File: config.mk
export PLATFORM = sky130hd
export DESIGN_NAME = div_sequencer_flat
export DESIGN_NICKNAME = d
export VERILOG_FILES = /design/src/rtl/div_sequencer_if.sv /design/src/rtl/div_sequencer.sv /design/src/flat_wrapper.sv
export SDC_FILE = /design/constraint.sdc
export NUM_CORES = 1
export LEC_CHECK = 0
export CORE_ASPECT_RATIO = 0.7
export CORE_MARGIN = 3
export CORE_UTILIZATION = 43
export CTS_CLUSTER_DIAMETER = 200
export DETAILED_ROUTE_END_ITERATION = 6
export GPL_TIMING_DRIVEN = 0
export PLACE_DENSITY = 0.91
export SETUP_SLACK_MARGIN = 0.5
export SLEW_MARGIN = 20
export SYNTH_ARGS = -nofsm -noshare
export SYNTH_HDL_FRONTEND = slang
export SYNTH_SLANG_ARGS = --single-unit
File: constraint.sdc
create_clock -name in_clk -period 4.2 [get_ports in_clk]
set_clock_uncertainty 0.05 [all_clocks]
set_input_delay 0.84 -clock in_clk [delete_from_list [all_inputs] [get_ports in_clk]]
set_output_delay 0.84 -clock in_clk [all_outputs]
set_load 0.01 [all_outputs]
File: src/rtl/div_sequencer_if.sv
// Handshake and operand/result bus between the control unit, div_sequencer and
// the combinational array divider.
interface div_sequencer_if;
  logic        in_start;
  logic        in_flush;
  logic [31:0] in_dividend;
  logic [31:0] in_divisor;
  logic [31:0] out_dividend;
  logic [31:0] out_divisor;
  logic [31:0] in_quotient;
  logic [31:0] in_remainder;
  logic        out_ready;
  logic        out_busy;
  logic        out_done;
  logic [31:0] out_lo;
  logic [31:0] out_hi;
  logic        out_div_zero;

  modport slave (
    input  in_start, in_flush, in_dividend, in_divisor, in_quotient, in_remainder,
    output out_dividend, out_divisor, out_ready, out_busy, out_done,
           out_lo, out_hi, out_div_zero
  );

  modport master (
    output in_start, in_flush, in_dividend, in_divisor, in_quotient, in_remainder,
    input  out_dividend, out_divisor, out_ready, out_busy, out_done,
           out_lo, out_hi, out_div_zero
  );
endinterface

File: src/rtl/div_sequencer.sv
// Multicycle controller for the combinational signed divider: holds operands for
// WAIT_CYCLES clocks, then latches HI/LO. Optional macro: DIV_ZERO_TRAP_EN.
module div_sequencer #(
  parameter int WAIT_CYCLES = 4,
  parameter int CNT_W       = 4
) (
  input  logic           in_clk,
  input  logic           in_reset_n,
  div_sequencer_if.slave bus
);

  typedef enum logic [1:0] {
    S_IDLE = 2'd0,
    S_WAIT = 2'd1,
    S_DONE = 2'd2
  } state_t;

  localparam logic [CNT_W-1:0] LP_CNT_LOAD = CNT_W'(WAIT_CYCLES - 1);
  localparam logic [CNT_W-1:0] LP_CNT_ONE  = CNT_W'(1);

  state_t           r_state;
  state_t           w_next_state;
  logic [CNT_W-1:0] r_cnt;
  logic [31:0]      r_dividend;
  logic [31:0]      r_divisor;
  logic [31:0]      r_lo;
  logic [31:0]      r_hi;
  logic             r_ready;
  logic             r_busy;
  logic             r_done;
  logic             w_accept;
  logic             w_cnt_zero;
  logic             w_trap_hit;
  logic             w_write;

  assign w_accept   = (r_state == S_IDLE) && bus.in_start && !bus.in_flush;
  assign w_cnt_zero = (r_cnt == '0);

`ifdef DIV_ZERO_TRAP_EN
  // A zero divisor seen at accept short-circuits the wait on the following edge.
  logic r_trap;
  logic r_div_zero;
  assign w_trap_hit       = (r_state == S_WAIT) && !bus.in_flush && r_trap;
  assign bus.out_div_zero = r_div_zero;
`else
  assign w_trap_hit       = 1'b0;
  assign bus.out_div_zero = 1'b0;
`endif

  assign w_write = (r_state == S_WAIT) && !bus.in_flush && w_cnt_zero && !w_trap_hit;

  // Next-state decode; flush always returns to IDLE without a result write.
  always_comb begin
    w_next_state = r_state;
    case (r_state)
      S_IDLE: begin
        if (w_accept) begin
          w_next_state = S_WAIT;
        end else begin
          w_next_state = S_IDLE;
        end
      end
      S_WAIT: begin
        if (bus.in_flush) begin
          w_next_state = S_IDLE;
        end else if (w_trap_hit || w_cnt_zero) begin
          w_next_state = S_DONE;
        end else begin
          w_next_state = S_WAIT;
        end
      end
      S_DONE:  w_next_state = S_IDLE;
      default: w_next_state = S_IDLE;
    endcase
  end

  // State, operand holding, counter and result registers.
  always_ff @(posedge in_clk) begin
    if (!in_reset_n) begin
      r_state    <= S_IDLE;
      r_cnt      <= '0;
      r_dividend <= 32'd0;
      r_divisor  <= 32'd0;
      r_lo       <= 32'd0;
      r_hi       <= 32'd0;
      r_ready    <= 1'b1;
      r_busy     <= 1'b0;
      r_done     <= 1'b0;
`ifdef DIV_ZERO_TRAP_EN
      r_trap     <= 1'b0;
      r_div_zero <= 1'b0;
`endif
    end else begin
      r_state <= w_next_state;
      r_ready <= (w_next_state == S_IDLE);
      r_busy  <= (w_next_state == S_WAIT);
      r_done  <= (w_next_state == S_DONE);
      if (w_accept) begin
        r_dividend <= bus.in_dividend;
        r_divisor  <= bus.in_divisor;
        r_cnt      <= LP_CNT_LOAD;
`ifdef DIV_ZERO_TRAP_EN
        r_trap     <= (bus.in_divisor == 32'd0);
        r_div_zero <= 1'b0;
`endif
      end else if ((r_state == S_WAIT) && !w_cnt_zero) begin
        r_cnt <= r_cnt - LP_CNT_ONE;
      end
      if (w_write) begin
        r_lo <= bus.in_quotient;
        r_hi <= bus.in_remainder;
      end
`ifdef DIV_ZERO_TRAP_EN
      if (w_trap_hit) begin
        r_div_zero <= 1'b1;
      end
`endif
    end
  end

  assign bus.out_dividend = r_dividend;
  assign bus.out_divisor  = r_divisor;
  assign bus.out_lo       = r_lo;
  assign bus.out_hi       = r_hi;
  assign bus.out_ready    = r_ready;
  assign bus.out_busy     = r_busy;
  assign bus.out_done     = r_done;

endmodule

File: src/flat_wrapper.sv
// flat-port wrapper written by rule: the top's interface ports become plain ports
module div_sequencer_flat 
#(
  parameter int WAIT_CYCLES = 4,
  parameter int CNT_W       = 4
)
  (in_clk, in_reset_n, bus_in_start, bus_in_flush, bus_in_dividend, bus_in_divisor, bus_in_quotient, bus_in_remainder, bus_out_dividend, bus_out_divisor, bus_out_ready, bus_out_busy, bus_out_done, bus_out_lo, bus_out_hi, bus_out_div_zero);
  div_sequencer_if bus_i ();
  input  logic in_clk;
  input  logic in_reset_n;
  input wire logic [$bits(bus_i.in_start)-1:0] bus_in_start;
  input wire logic [$bits(bus_i.in_flush)-1:0] bus_in_flush;
  input wire logic [$bits(bus_i.in_dividend)-1:0] bus_in_dividend;
  input wire logic [$bits(bus_i.in_divisor)-1:0] bus_in_divisor;
  input wire logic [$bits(bus_i.in_quotient)-1:0] bus_in_quotient;
  input wire logic [$bits(bus_i.in_remainder)-1:0] bus_in_remainder;
  output wire logic [$bits(bus_i.out_dividend)-1:0] bus_out_dividend;
  output wire logic [$bits(bus_i.out_divisor)-1:0] bus_out_divisor;
  output wire logic [$bits(bus_i.out_ready)-1:0] bus_out_ready;
  output wire logic [$bits(bus_i.out_busy)-1:0] bus_out_busy;
  output wire logic [$bits(bus_i.out_done)-1:0] bus_out_done;
  output wire logic [$bits(bus_i.out_lo)-1:0] bus_out_lo;
  output wire logic [$bits(bus_i.out_hi)-1:0] bus_out_hi;
  output wire logic [$bits(bus_i.out_div_zero)-1:0] bus_out_div_zero;
  assign bus_i.in_start = bus_in_start;
  assign bus_i.in_flush = bus_in_flush;
  assign bus_i.in_dividend = bus_in_dividend;
  assign bus_i.in_divisor = bus_in_divisor;
  assign bus_i.in_quotient = bus_in_quotient;
  assign bus_i.in_remainder = bus_in_remainder;
  assign bus_out_dividend = bus_i.out_dividend;
  assign bus_out_divisor = bus_i.out_divisor;
  assign bus_out_ready = bus_i.out_ready;
  assign bus_out_busy = bus_i.out_busy;
  assign bus_out_done = bus_i.out_done;
  assign bus_out_lo = bus_i.out_lo;
  assign bus_out_hi = bus_i.out_hi;
  assign bus_out_div_zero = bus_i.out_div_zero;
  div_sequencer #(.WAIT_CYCLES(WAIT_CYCLES), .CNT_W(CNT_W)) u_core (.in_clk(in_clk), .in_reset_n(in_reset_n), .bus(bus_i));
endmodule
==> flow_summary.ini, run 1 <==
[run_status]
status = finished, final reports clean

[power]
power_density_nw_per_um2 = 396.4
ir_worst_vdd_mv = 0.3617
pwr-share-comb = 0.125
p_clk_frac = 0.472
p_leak_nw = 3.027
p_sw_frac = 0.2286
switching_power_uw = 772.4
p_total_mw = 3.379
p_seq_frac = 0.403
intPower_mw = 2.607

[timing]
period_needed_ns = 2.439
finalHoldViolations = 0
fin_crit_sh = 0.5807
rsz0062_at_grt = no
drv_slew = 0
finalSetupViolations = 0
worstMarginPinSlew_ns = 0.6689
finalSetupTns_ns = 0
slew_headroom = 0.5541
fmax_ghz = 0.4100

[clocking]
clock_latency_ns = 0.40
clkTransAtPathRegs_ns = 0.06
numCtsBuffers = 17
cts_tree = built
postCtsHoldBufs = 0
cts-root-buf = clkbuf_16
post_cts_buffers = 0
cts.sinks = 137
h-tree-depth = 4
cts_buffer_depth = 2
ctsResizeCount = 0

[floorplan]
die-width_um = 135.8
io_pins = 264
dieHeight_um = 96.85
dieArea_um2 = 13150
core_um2 = 11250
std_cell_rows = 32
start_util = 0.4506

[synth]
synth_edf_count = 0
yosys_register_bits = 137
synth_top_area_frac = 0.5410
netlist_area_um2 = 5070
ys_top_cells_by_count = dfxtp_1 (137), a21oi_1 (128), nand2_1 (128)
synth_area_leaders = dfxtp_1 (54%), a21oi_1 (13%), nand2_1 (9.5%), nand3_1 (6.6%), o21ai_0 (5.6%)
ys_async_sr_fraction = 0
yosysTopAreaCell = dfxtp_1
yosys.area_share.xor_xnor = 0
ys.flop_type = dfxtp_1
ys_types = 33
syn_nets = 744
synthMuxAreaShare = 0.001974
yosys.area_share.adder = 0.002468
avgSynthCellArea_um2 = 8.298
synth_compound_area_frac = 0.2034
yosysSeqAreaShare = 0.5410
yosysWarnings = 0
synth_cells = 611
synth_top_family_by_area = compound AO/OA/AOI/OAI gates
yosysMostFrequentCell = dfxtp_1
yosys.area_share.simple = 0.1829

[detailed_routing]
totalWireLength_um = 17420
via_count = 5407
vias_per_cell = 5.111
post-route-drc-count = 0
drt_iter0_markers = 218
routedWlPerCell_um = 16.46
postRouteAntennaNets = 0
drt_pass1_iterations = 5

[critical_path]
path_class = in2reg
cp_max_fo = 10
worst_ep_required_time_ns = 4.41
crit_start = in_reset_n
ff2ff_setup_slack_ns = 2.28
reg2regPathDepth = 8
critPathCapture = u_core.bus.out_lo[1]
end_kind = flop
cp.arrival_ns = 2.65
r2r-end = u_core.bus.out_hi[2]
timing.rr.start = u_core.r_cnt[0]
worst_setup_path_start_kind = primary input

[finish]
antennaDiodeCount = 0
fin_cells = 1058
syn2layout_area_growth_pct = 68.14
drive_gt1_frac = 0.06851
nNetsFinal = 1025

[flow_run]
cap_violations = 0

[global_routing]
antenna_found_initial = 1
grt_max_degree = 17
grt_use_total = 0.2546
grt_pass1_wl_um = 26480
overflow = 0
grt_pass1_vias = 5158

[place]
dp_cells = 1026
hpwlAfterDp_um = 12690
place_congestion = 0.8309
io_buffers = 262

[hold_path]
hold_class = reg2reg
==> flip-flops by register name, indices dropped and copies added (netlist names) <==
register                 cells
u_core.bus.out_dividend     32
u_core.bus.out_divisor      32
u_core.bus.out_hi           32
u_core.bus.out_lo           32
u_core.r_cnt                 4
u_core.r_state               2
u_core.bus.out_busy          1
u_core.bus.out_done          1
u_core.bus.out_ready         1
==> worst max-delay path: stages <==
cell             delay [ns]
clkdlybuf4s50_1        0.51
clkinv_1               0.19
clkbuf_1               0.54
clkbuf_1               0.47
a21oi_1                0.09
==> metrics by stage <==
stage / instance area [um^2] / util / setup WS (ns) / hold WS, ns
finish: 8524 / 0.7577 / 1.761 / 0.4040
floorplan: 5070 / - / 2.276 / 0.4174
detailed placement: 7884 / 0.7007 / 1.359 / 0.3953
CTS: 8524 / 0.7577 / 1.763 / 0.4029
global placement: 7884 / 0.7007 / 1.387 / 0.3911
global route: 8524 / 0.7577 / 1.615 / 0.4183
==> cell usage in the layout, fill, tap and decap left out, types with 4 or more instances in the layout <==
cell type	n
a21oi_1	128
buf_1	6
buf_2	13
buf_4	4
buf_6	10
bufinv_16	4
clkbuf_1	24
clkbuf_16	17
clkdlybuf4s50_1	262
dfxtp_1	137
nand2_1	128
nand3_1	67
nor3_1	4
o21ai_0	57
o21ai_1	7
==> how the worst min path moves through the flow <==
| stage | cells past startpoint | from | endpoint | slack, ns |
|---|---|---|---|---|
| 2_1_floorplan | 2 | u_core.r_cnt[3] | u_core.r_cnt[3] | 0.42 |
| 4_1_cts | 2 | u_core.bus.out_divisor[27] | u_core.bus.out_divisor[27] | 0.40 |
| 3_3_place_gp | 2 | u_core.bus.out_dividend[2] | u_core.bus.out_dividend[2] | 0.39 |
| 3_5_place_dp | 2 | u_core.bus.out_divisor[27] | u_core.bus.out_divisor[27] | 0.40 |
| 5_1_grt | 2 | u_core.bus.out_dividend[20] | u_core.bus.out_dividend[20] | 0.42 |
| 6_report | 2 | u_core.bus.out_divisor[3] | u_core.bus.out_divisor[3] | 0.40 |
==> power by group through the flow <==
| stage | clock network (mW) | logic (mW) | registers, mW |
|---|---|---|---|
| 3_5_place_dp | 0 | 0.420 | 1.39 |
| 2_1_floorplan | 0 | 0.150 | 1.40 |
| 3_3_place_gp | 0 | 0.415 | 1.39 |
| 5_1_grt | 1.67 | 0.458 | 1.36 |
| 6_report | 1.60 | 0.422 | 1.36 |
| 4_1_cts | 1.61 | 0.423 | 1.36 |
==> layout make-up <==
| class | count | area, um^2 |
|---|---|---|
| tap | 153 | 191.4 |
| clock buffer | 22 | 474.2 |
| multi-input combinational | 412 | 1984 |
| timing repair buffer | 262 | 2623 |
| sequential | 137 | 2743 |
| inverter | 4 | 15.01 |
| buffer | 58 | 327.8 |
| fill | 797 | 2726 |
| clock inverter | 10 | 166.4 |
==> kinds of logic after synthesis <==
kind of cell,Yosys count
other,1
DFF,137
AOI/OAI and AO/OA,200
muxes,1
and+or+nand+nor,209
buffers and inverters,62
adders and majority gates,1
==> routing by layer <==
layer / part of all wire / vias to the layer above / global-route usage
li1: - / 2649 / -
met1: 0.39 / 2502 / 0.2946
met2: 0.48 / 233 / 0.4274
met3: 0.11 / 21 / 0.1138
met4: 0.014 / 2 / 0.06894
met5: 0.00075 / - / 0
No activity file was read; power rests on OpenSTA's default activity.
==> inputs of run 2 (changes only) <==
--- a/config.mk
+++ b/config.mk
@@ -7,11 +7,11 @@
 export LEC_CHECK = 0
 export CORE_ASPECT_RATIO = 0.7
 export CORE_MARGIN = 3
-export CORE_UTILIZATION = 43
+export CORE_UTILIZATION = 40
 export CTS_CLUSTER_DIAMETER = 200
 export DETAILED_ROUTE_END_ITERATION = 6
 export GPL_TIMING_DRIVEN = 0
-export PLACE_DENSITY = 0.91
+export PLACE_DENSITY = 0.86
 export SETUP_SLACK_MARGIN = 0.5
 export SLEW_MARGIN = 20
 export SYNTH_ARGS = -nofsm -noshare
==> constraint.sdc (replaced) <==
create_clock -name in_clk -period 2.28 [get_ports in_clk]
set_clock_uncertainty 0.05 [all_clocks]
set_input_delay 0.456 -clock in_clk [delete_from_list [all_inputs] [get_ports in_clk]]
set_output_delay 0.456 -clock in_clk [all_outputs]
set_load 0.01 [all_outputs]
==> flow_summary.ini, run 2 (synthesis results as in run 1) <==
[run_status]
status = finished, final reports clean

[clocking]
clock_latency_ns = 0.41
cts_buffer_depth = 2
cts.sinks = 137
postCtsHoldBufs = 0
cts-root-buf = clkbuf_16
clkTransAtPathRegs_ns = 0.06
h-tree-depth = 4
numCtsBuffers = 17
cts_tree = built

[timing]
rsz0062_at_grt = yes
drv_slew = 0
finalSetupViolations = 0
period_needed_ns = 1.756
finalHoldViolations = 0
finalSetupTns_ns = 0
worstMarginPinSlew_ns = 0.6280
fin_crit_sh = 0.7701
slew_headroom = 0.5813
fmax_ghz = 0.5695

[critical_path]
end_kind = flop
worst_setup_path_start_kind = flop
worst_ep_required_time_ns = 2.50
cp.arrival_ns = 1.97
reg2regPathDepth = 8
path_class = reg2reg
cp_max_fo = 8

[flow_run]
cap_violations = 0

[hold_path]
hold_class = reg2reg
whs_path_depth = 2

[global_routing]
overflow = 0
grt_pass1_vias = 5232
antenna_found_initial = 0
grt_pass1_wl_um = 27150
grt_use_total = 0.2429
grt_max_degree = 17

[finish]
antennaDiodeCount = 0
final-seq-area_um2 = 2745
syn2layout_area_growth_pct = 68.68
mostFrequentLayoutCell = dfxtp_1
multi_input_area_um2 = 2029
fin_cells = 1068
drive_gt1_frac = 0.1098
fin_util = 0.7093
nNetsFinal = 1033
final_cell_mix = dfxtp_1 (135), clkdlybuf4s50_1 (130), nand2_1 (128)
fillCellCount = 1013

[floorplan]
core_um2 = 12060
std_cell_rows = 33
dieHeight_um = 100.2
die-width_um = 140.6
start_util = 0.4205
io_pins = 264
dieArea_um2 = 14080

[place]
hpwlAfterDp_um = 12560
dp_cells = 1030
io_buffers = 262
place_congestion = 0.8108

[detailed_routing]
routedWlPerCell_um = 16.48
drt_iter0_markers = 236
vias_per_cell = 5.101
wl_met3_um = 1863
drt_pass1_iterations = 4
postRouteAntennaNets = 0
totalWireLength_um = 17600
wl_met2_um = 8171
wl_met1_um = 7261
via_count = 5448
top_layer = met4
post-route-drc-count = 0

[power]
p_leak_nw = 3.785
p_total_mw = 6.012
ir_worst_vdd_mv = 0.5493
power_density_nw_per_um2 = 702.9
## run 2: changes by cell type in the layout (fill, tap and decap cells not counted), sizes merged
cell / before / now
clkdlybuf4s50: 262 / 130
dlygate4sd2: 0 / 126
buf: 33 / 40
dlymetal6s2s: 0 / 6
clkinv: 5 / 9
bufinv: 4 / 2
clkbuf: 47 / 45
clkinvlp: 2 / 0
inv: 3 / 4
## run 2: area by class of cell
| class | instances | area share |
|---|---|---|
| plain buffers | 58 | 0.04682 |
| clock buffers | 19 | 0.05296 |
| clock inverters | 11 | 0.01448 |
| inverters | 4 | 0.001902 |
| multi-input cells | 412 | 0.2373 |
| flip-flops and latches | 137 | 0.3210 |
| well taps | 157 | 0.02297 |
| repair buffers | 270 | 0.3026 |
## run 2: critical path: stages, from the launching register on
cell	delay, ns
dfxtp_2	0.34
inv_2	0.07
ha_4	0.14
or3b_4	0.38
buf_8	0.15
buf_12	0.14
clkbuf_16	0.15
o21ai_1	0.12
a21oi_1	0.08
## run 2: power by group
group | total (mW) | switching (mW) | internal, mW
Combinational | 0.832 | 0.395 | 0.437
Sequential | 2.50 | 0.0354 | 2.47
Clock | 2.68 | 1.02 | 1.66
Total | 6.01 | 1.45 | 4.56
## run 2: timing repair
item / CTS / global route
gates resized for setup: 155 / 63
setup endpoints to repair: 253 / 84
pin swaps: 3 / 6
setup buffers: 5 / 1
gates cloned: 0 / 2
## run 2: worst paths after layout
check        slack (ns)                           to                   startpoint
max                0.52         u_core.bus.out_hi[3]              u_core.r_cnt[0]
min reg2reg        0.40  u_core.bus.out_dividend[19]  u_core.bus.out_dividend[19]
max reg2reg        0.52         u_core.bus.out_hi[3]              u_core.r_cnt[0]
min                0.40  u_core.bus.out_dividend[19]  u_core.bus.out_dividend[19]
## run 2: metal layers
layer / GRT usage / up-vias
met1: 0.2939 / 2533
met2: 0.3838 / 210
met3: 0.1133 / 26
met4: 0.08414 / 0
met5: 0 / -
li1: - / 2679
## run 2: stage by stage
step	setup WS, ns	hold WS [ns]	instance area [um^2]
global route	0.4828	0.4171	8552
global placement	-0.2311	0.3905	7889
detailed placement	-0.2186	0.3965	7889
floorplan	0.5952	0.4174	5070
finish	0.5242	0.3993	8552
CTS	0.4963	0.4010	8397
==> inputs of run 3 (changes only) <==
==> constraint.sdc (replaced) <==
create_clock -name in_clk -period 1.7 [get_ports in_clk]
set_clock_uncertainty 0.05 [all_clocks]
set_input_delay 0.34 -clock in_clk [delete_from_list [all_inputs] [get_ports in_clk]]
set_output_delay 0.34 -clock in_clk [all_outputs]
set_load 0.01 [all_outputs]
==> flow_summary.ini, run 3 (synthesis results as in run 1) <==
[run_status]
status = finished, violations left
violations = negative setup slack

[finish]
fin_util = 0.9066
multi_input_area_um2 = 2958
stdcell_area_um2 = 10930
mostFrequentLayoutCell = buf_6
drive_gt1_frac = 0.6153
final_cell_mix = buf_6 (131), clkdlybuf4s50_1 (128), dfxtp_2 (119)
nNetsFinal = 1101
final-seq-area_um2 = 2903
fillCellCount = 434
syn2layout_area_growth_pct = 115.6

[place]
hpwlAfterDp_um = 12720
place_congestion = 0.8280
io_buffers = 262
placed_area_um2 = 7944

[critical_path]
worst_ep_required_time_ns = 1.97
path_class = reg2reg
end_kind = flop
timing.rr.start = u_core.r_cnt[0]
reg2regPathDepth = 7
cp_max_fo = 10
ff2ff_setup_slack_ns = -0.25
r2r-end = u_core.bus.out_hi[19]
worst_setup_path_start_kind = flop
cp.arrival_ns = 2.22

[clocking]
postCtsHoldBufs = 0
h-tree-depth = 4
clock_latency_ns = 0.40
cts_tree = built
cts-root-buf = clkbuf_16
numCtsBuffers = 17
cts.sinks = 137
clkTransAtPathRegs_ns = 0.06
cts_buffer_depth = 2

[floorplan]
start_util = 0.4205
core_um2 = 12060
std_cell_rows = 33
die-width_um = 140.6
dieArea_um2 = 14080
io_pins = 264
dieHeight_um = 100.2

[timing]
drv_slew = 0
slew_headroom = 0.4102
rsz0062_at_grt = yes
finalHoldViolations = 0
worstMarginPinSlew_ns = 0.8847
fmax_ghz = 0.5132
finalWorstSetupSlack_ns = -0.2486
finalSetupViolations = 81
period_needed_ns = 1.949
fin_crit_sh = 1.146

[detailed_routing]
post-route-drc-count = 0
totalWireLength_um = 27260
vias_per_cell = 5.782
postRouteAntennaNets = 0
drt_iter0_markers = 571
routedWlPerCell_um = 23.95
via_count = 6580
drt_pass1_iterations = 7

[global_routing]
overflow = 0
grt_pass1_vias = 5763
grt_use_total = 0.2705
grt_max_degree = 17
grt_pass1_wl_um = 30200
antenna_found_initial = 1

[power]
ir_worst_vdd_mv = 0.8903
power_density_nw_per_um2 = 816.2
p_leak_nw = 4.457

[hold_path]
hold_path_end = u_core.bus.out_ready
min_from = bus_in_start
whs_path_depth = 2
hold_class = in2reg

[flow_run]
cap_violations = 0
[run 3: how the worst max path moves through the flow]
stage	from	to	slack, ns	cells after the start
floorplan	u_core.r_cnt[1]	u_core.bus.out_hi[0]	0.12	8
global placement	in_reset_n	u_core.bus.out_lo[1]	-0.62	5
detailed placement	in_reset_n	u_core.bus.out_lo[1]	-0.65	5
CTS	u_core.bus.out_divisor[3]	bus_out_divisor[3]	0.009	1
global route	u_core.r_state[1]	u_core.bus.out_hi[19]	-0.25	6
finish	u_core.r_cnt[0]	u_core.bus.out_hi[19]	-0.25	7
[run 3: area by class of cell]
type / count / area share
repair buffers: 338 / 0.3334
multi-input cells: 412 / 0.2706
flip-flops and latches: 137 / 0.2656
plain buffers: 58 / 0.05746
clock buffers: 19 / 0.04144
well taps: 157 / 0.01797
clock inverters: 12 / 0.01156
inverters: 4 / 0.001717
diodes: 1 / 0.0002289
[run 3: critical path, stage by stage, from the launching register on]
cell and delay (ns):
dfxtp_4 0.35, inv_4 0.06, ha_4 0.13, nor3b_1 0.39, buf_4 0.27, clkbuf_4 0.25, nand3_1 0.17, a21oi_2 0.21
[run 3: metal layers]
| metal | track usage | routed length (um) | vias up |
|---|---|---|---|
| met5 | 0 | 0 | - |
| met4 | 0.09084 | 1366 | 0 |
| met3 | 0.09905 | 2810 | 116 |
| met2 | 0.4566 | 13230 | 460 |
| met1 | 0.3218 | 9845 | 3179 |
| li1 | - | - | 2825 |
[run 3: what timing repair did]
action	4_1_cts	5_1_grt
resized for setup	344	733
pin swaps	51	94
setup endpoints to repair	267	267
gates cloned	12	5
setup buffers	27	32
[run 3: through the flow]
step / setup WS (ns) / power (mW) / hold WS (ns) / instances / setup TNS, ns
after CTS: 0.008669 / 8.385 / 0.2686 / 1100 / 0
final: -0.2486 / 8.921 / 0.3435 / 1138 / -7.236
after global routing: -0.2544 / 9.135 / 0.3220 / 1138 / -10.52
after global placement: -0.6239 / 4.484 / 0.3871 / 1030 / -65.30
after detailed placement: -0.6506 / 4.497 / 0.3936 / 1030 / -66.92
after floorplan: 0.1181 / 3.866 / 0.3886 / 611 / 0
[run 3: where the power goes]
part	leakage, nW	internal, mW	switching (mW)
Sequential	1.17	3.32	0.0977
Combinational	3.00	0.960	0.847
Clock	0.284	2.22	1.47
Total	4.46	6.51	2.41
